--- src/rtl/keystream_gen.sv ---
// Keystream generator: replicates a multi-byte key across a message-wide
// register one byte per cycle, then advances it on each accepted transfer.
`timescale 1ns/1ps
module keystream_gen #(
   parameter int MSG_BYTES = 16,
   parameter int KEY_BYTES = 4
) (
   input  logic                   clk,
   input  logic                   reset,
   input  logic                   key_load,
   input  logic [8*KEY_BYTES-1:0] key_in,
   input  logic [1:0]             mode,
   input  logic                   out_ready,
   output logic [8*MSG_BYTES-1:0] out,
   output logic                   out_valid,
   output logic                   busy,
   output logic [15:0]            step_count,
   output logic [1:0]             fsm_state
);

   localparam int FW = (MSG_BYTES > 1) ? $clog2(MSG_BYTES) : 1;
   localparam int KW = (KEY_BYTES > 1) ? $clog2(KEY_BYTES) : 1;

   localparam logic [1:0] S_IDLE  = 2'd0;
   localparam logic [1:0] S_FILL  = 2'd1;
   localparam logic [1:0] S_READY = 2'd2;

   logic [1:0]             state;
   logic [8*KEY_BYTES-1:0] key_reg;
   logic [8*MSG_BYTES-1:0] out_reg;
   logic [FW-1:0]          fill_cnt;
   logic [KW-1:0]          key_idx;
   logic [15:0]            steps;

   // Handshake: a transfer is any cycle with out_valid && out_ready; out_valid
   // stays high in READY so the consumer sees a continuous stream.
   function automatic logic [8*MSG_BYTES-1:0] advance(
      input logic [8*MSG_BYTES-1:0] w,
      input logic [1:0]             m
   );
      logic [8*MSG_BYTES-1:0] r;
      logic [7:0]             b;
      r = w;
      case (m)
         2'd1: r = {w[8*MSG_BYTES-9:0], w[8*MSG_BYTES-1 -: 8]};
         2'd2: r = {w[7:0], w[8*MSG_BYTES-1:8]};
         2'd3: begin
            for (int i = 0; i < MSG_BYTES; i++) begin
               b = w[8*i +: 8];
               r[8*i +: 8] = {b[6:0], 1'b0} ^ (b[7] ? 8'h1D : 8'h00);
            end
         end
         default: r = w;
      endcase
      return r;
   endfunction

   always_ff @(posedge clk or posedge reset) begin
      if (reset) begin
         state    <= S_IDLE;
         key_reg  <= '0;
         out_reg  <= '0;
         fill_cnt <= '0;
         key_idx  <= '0;
         steps    <= '0;
      end else begin
         case (state)
            S_IDLE: begin
               if (key_load) begin
                  key_reg  <= key_in;
                  out_reg  <= '0;
                  fill_cnt <= '0;
                  key_idx  <= '0;
                  state    <= S_FILL;
               end
            end
            S_FILL: begin
               if (key_load) begin
                  key_reg  <= key_in;
                  out_reg  <= '0;
                  fill_cnt <= '0;
                  key_idx  <= '0;
               end else begin
                  out_reg[8*int'(fill_cnt) +: 8] <= key_reg[8*int'(key_idx) +: 8];
                  // key_idx tracks fill_cnt mod KEY_BYTES without a divider
                  key_idx <= (key_idx == KW'(KEY_BYTES-1)) ? '0 : key_idx + 1'b1;
                  if (fill_cnt == FW'(MSG_BYTES-1)) begin
                     fill_cnt <= '0;
                     steps    <= '0;
                     state    <= S_READY;
                  end else begin
                     fill_cnt <= fill_cnt + 1'b1;
                  end
               end
            end
            S_READY: begin
               if (key_load) begin
                  key_reg  <= key_in;
                  out_reg  <= '0;
                  fill_cnt <= '0;
                  key_idx  <= '0;
                  state    <= S_FILL;
               end else if (out_ready) begin
                  out_reg <= advance(out_reg, mode);
                  steps   <= steps + 16'd1;
               end
            end
            default: state <= S_IDLE;
         endcase
      end
   end

   assign out        = out_reg;
   assign out_valid  = (state == S_READY);
   assign busy       = (state == S_FILL);
   assign step_count = steps;
   assign fsm_state  = state;

endmodule

--- config.mk ---
export PLATFORM = sky130hd
export DESIGN_NAME = keystream_gen
export DESIGN_NICKNAME = d
export VERILOG_FILES = /design/src/rtl/keystream_gen.sv
export SDC_FILE = /design/constraint.sdc
export NUM_CORES = 1
export LEC_CHECK = 0
export ABC_CLOCK_PERIOD_IN_PS = 12400
export BUFFER_PORTS_ARGS = -buffer_cell sky130_fd_sc_hd__clkbuf_2
export CORE_MARGIN = 8
export CORE_UTILIZATION = 30
export CTS_BUF_LIST = sky130_fd_sc_hd__clkbuf_8 sky130_fd_sc_hd__clkbuf_16
export CTS_CLUSTER_SIZE = 10
export DETAILED_ROUTE_END_ITERATION = 16
export HOLD_SLACK_MARGIN = 0.06
export SYNTH_ARGS = -nofsm -noshare
export SYNTH_HDL_FRONTEND = slang
export SYNTH_SLANG_ARGS = --single-unit
--- constraint.sdc ---
create_clock -name clk -period 12.4 [get_ports clk]
set_clock_uncertainty 0.15 [all_clocks]
set_input_delay 1.24 -clock clk [delete_from_list [all_inputs] [get_ports clk]]
set_output_delay 1.24 -clock clk [all_outputs]
set_load 0.02 [all_outputs]
==> results.cfg <==
[outcome]
status = completed

[synth]
syn_inst = 1292
synth_area_per_cell_um2 = 9.52
synth_enable_flop_cells = 0
syn_nets = 1342
synthArstFlopShare = 1.00
yosysSeqAreaShare = 0.375
yosys_warnings = 0
dominantRegCellSynth = dfrtp_1
ys_seq_elements = 184
ys_types = 80
synth_area_um2 = 12300

[critical_path]
crit_start = mode[1]
cp.arrival_ns = 4.30
crit_type = in -> reg
setup.worst_path.end_class = flip-flop
critical_path_required_ns = 12.61
rr_startpoint = fsm_state[1]
worst-r2r-cell-count = 6
crit_fanout = 125
start_kind = primary input

[min_path]
hold_path.class = reg -> reg
hp-start = key_reg[3]
whs_path_depth = 1

[floorplanning]
start_util = 0.302
ios = 186
rows = 74
die_y_um = 218
dieArea_um2 = 47700
die_w_um = 218
coreArea_um2 = 40600

[pwr]
power.total_mw = 1.94
p_leak_nw = 5.74
vdd_drop_max_v = 0.000132
powerDensity_nw_per_um2 = 138

[sta]
finalSetupTns_ns = 0
period_needed_ns = 4.09
hold_ws_ns = 0.356
rsz0062_at_grt = false
finalMaxSlewViolations = 0
setup_viol = 0
period_share = 0.330
timing.fmax_mhz = 244
hold_violations = 0
slew_headroom = 0.116
tightest_slew_ns = 1.31

[detailed_routing]
ant_nets = 0
post-route-drc-count = 0
routedWlPerCell_um = 25.8
viasPerCell = 6.12
drt_wl_total_um = 49500
firstDrtPassIters = 5
vias = 11800
drt_iter0_drc = 1505

[cts]
clk_latency_ns = 0.47
ctsHtreeMaxLevel = 4
numCtsBuffers = 17
cts_tree = yes
cts_sinks = 184
postCtsSetupRepairBufs = 0
clk_path_buf_depth = 2
root_buffer = clkbuf_16
path_clk_slew_ns = 0.08
ctsHoldBuffers = 0
ctsResizeCount = 0

[job]
cap_viol_max_count = 0

[grt]
grt_pass1_wl_um = 74200
gr-total-overflow = 0
track_usage = 0.202
grt_pass1_vias = 11500
antenna_found_initial = 1
grt_start_max_net_pins = 126

[cells_and_area]
regArea_um2 = 4600
largest_reg_flops = 128
fillCellCount = 4150
multi_input_area_um2 = 7010
nets = 1427
syn2layout_area_growth_pct = 14.2
antennaDiodeCount = 0
drive_gt1_frac = 0.218
final_core_util = 0.346

[place]
routabilityCongestion = 0.902
dp_hpwl_um = 34300
io_buffers = 185
==> cells in the mapped netlist (6+ instances only) <==
master / n / share of area
o221ai_1: 21 / 0.015
o21ai_2: 6 / 0.0043
inv_1: 35 / 0.011
mux2_2: 32 / 0.029
and2_1: 7 / 0.0036
o21ai_1: 6 / 0.0024
a221o_1: 73 / 0.059
nand4_1: 10 / 0.0051
nand2_1: 70 / 0.021
a21o_1: 22 / 0.013
a211o_1: 19 / 0.014
xnor2_1: 46 / 0.033
and3_1: 13 / 0.0066
a32oi_1: 12 / 0.0085
o31ai_1: 6 / 0.0037
o2bb2ai_1: 34 / 0.024
dfrtp_1: 184 / 0.37
ha_1: 12 / 0.012
nor2b_1: 10 / 0.0051
a31oi_1: 7 / 0.0036
o21ai_0: 51 / 0.021
a21oi_1: 75 / 0.031
o211ai_1: 16 / 0.0098
nand3_1: 24 / 0.0098
nor3_1: 14 / 0.0057
clkbuf_1: 87 / 0.027
buf_2: 30 / 0.012
a211oi_1: 71 / 0.043
nor2_1: 99 / 0.030
mux2i_1: 82 / 0.067
nand2b_1: 10 / 0.0051
buf_1: 7 / 0.0021
nand3b_1: 6 / 0.0037
mux4_2: 8 / 0.015
a22oi_1: 12 / 0.0073
==> power by group <==
part | total, mW | switching [mW] | leakage [nW] | internal, mW
Clock | 0.579 | 0.285 | 0.301 | 0.293
Sequential | 0.662 | 0.0412 | 2.49 | 0.621
Combinational | 0.701 | 0.541 | 2.94 | 0.160
Total | 1.94 | 0.867 | 5.74 | 1.07
==> logic make-up (layout without fill, tap and decap cells) <==
group                      after synthesis  after routing  share of synthesized area
AOI/OAI and AO/OA                      465            465                      0.290
xor gates and xnor gates                51             51                     0.0369
adders and majority gates               12             12                     0.0122
buffers and inverters                  166            264                     0.0565
DFF                                    184            184                      0.375
muxes                                  123            123                      0.112
and+or+nand+nor                        291            291                      0.118
==> metal layers <==
| layer | vias up | share of wire | wire length [µm] | GRT usage |
|---|---|---|---|---|
| met5 | - | 0 | 0 | 0 |
| met4 | 0 | 0.035 | 1750 | 0.0804 |
| met3 | 99 | 0.096 | 4760 | 0.0560 |
| met2 | 653 | 0.45 | 22400 | 0.309 |
| met1 | 5910 | 0.42 | 20600 | 0.267 |
| li1 | 5104 | - | - | - |
==> worst max-delay path, stage by stage <==
cell      delay, ns
buf_6          0.58
buf_4          0.78
nor2_1         0.16
o31ai_2        0.21
buf_4          0.29
nand2_2        0.55
o221ai_1       0.41
==> placed cells by master (no fill, tap or decap), types with 16 or more instances in the layout <==
cell type  synthesis  final
dfrtp_1          184    184
clkbuf_2           0    183
nor2_1            99     99
mux2i_1           82     82
a21oi_1           75     75
a221o_1           73     73
a211oi_1          71     71
nand2_1           70     69
o21ai_0           51     51
xnor2_1           46     46
inv_1             35     35
o2bb2ai_1         34     34
mux2_2            32     32
nand3_1           24     24
a21o_1            22     22
o221ai_1          21     21
a211o_1           19     19
clkbuf_16          0     17
o211ai_1          16     16
==> layout make-up <==
cell class | instances | share of cell area
clock buffers | 18 | 0.0313
inverters | 36 | 0.0102
repair buffers | 196 | 0.0727
multi-input cells | 942 | 0.499
flip-flops and latches | 184 | 0.328
clock inverters | 14 | 0.0118
well taps | 532 | 0.0474
==> worst paths after layout <==
check	slack, ns	end
worst max-delay path	8.31	out[102]
worst min-delay path	0.36	key_reg[3]
worst max register to register	8.36	out[18]
worst min register to register	0.36	key_reg[3]
max in group asynchronous	9.80	out[65]
min in group asynchronous	0.79	key_reg[20]
==> per-stage QoR <==
step / cells / setup WS (ns) / area (µm²)
after floorplan: 1292 / 6.01 / 12300
after global placement: 1890 / 7.88 / 13400
after detailed placement: 1890 / 7.84 / 13400
after CTS: 1922 / 8.32 / 14000
after global routing: 1922 / 8.04 / 14000
final: 1922 / 8.31 / 14000
Note: power is estimated with default switching activity, not from simulation.
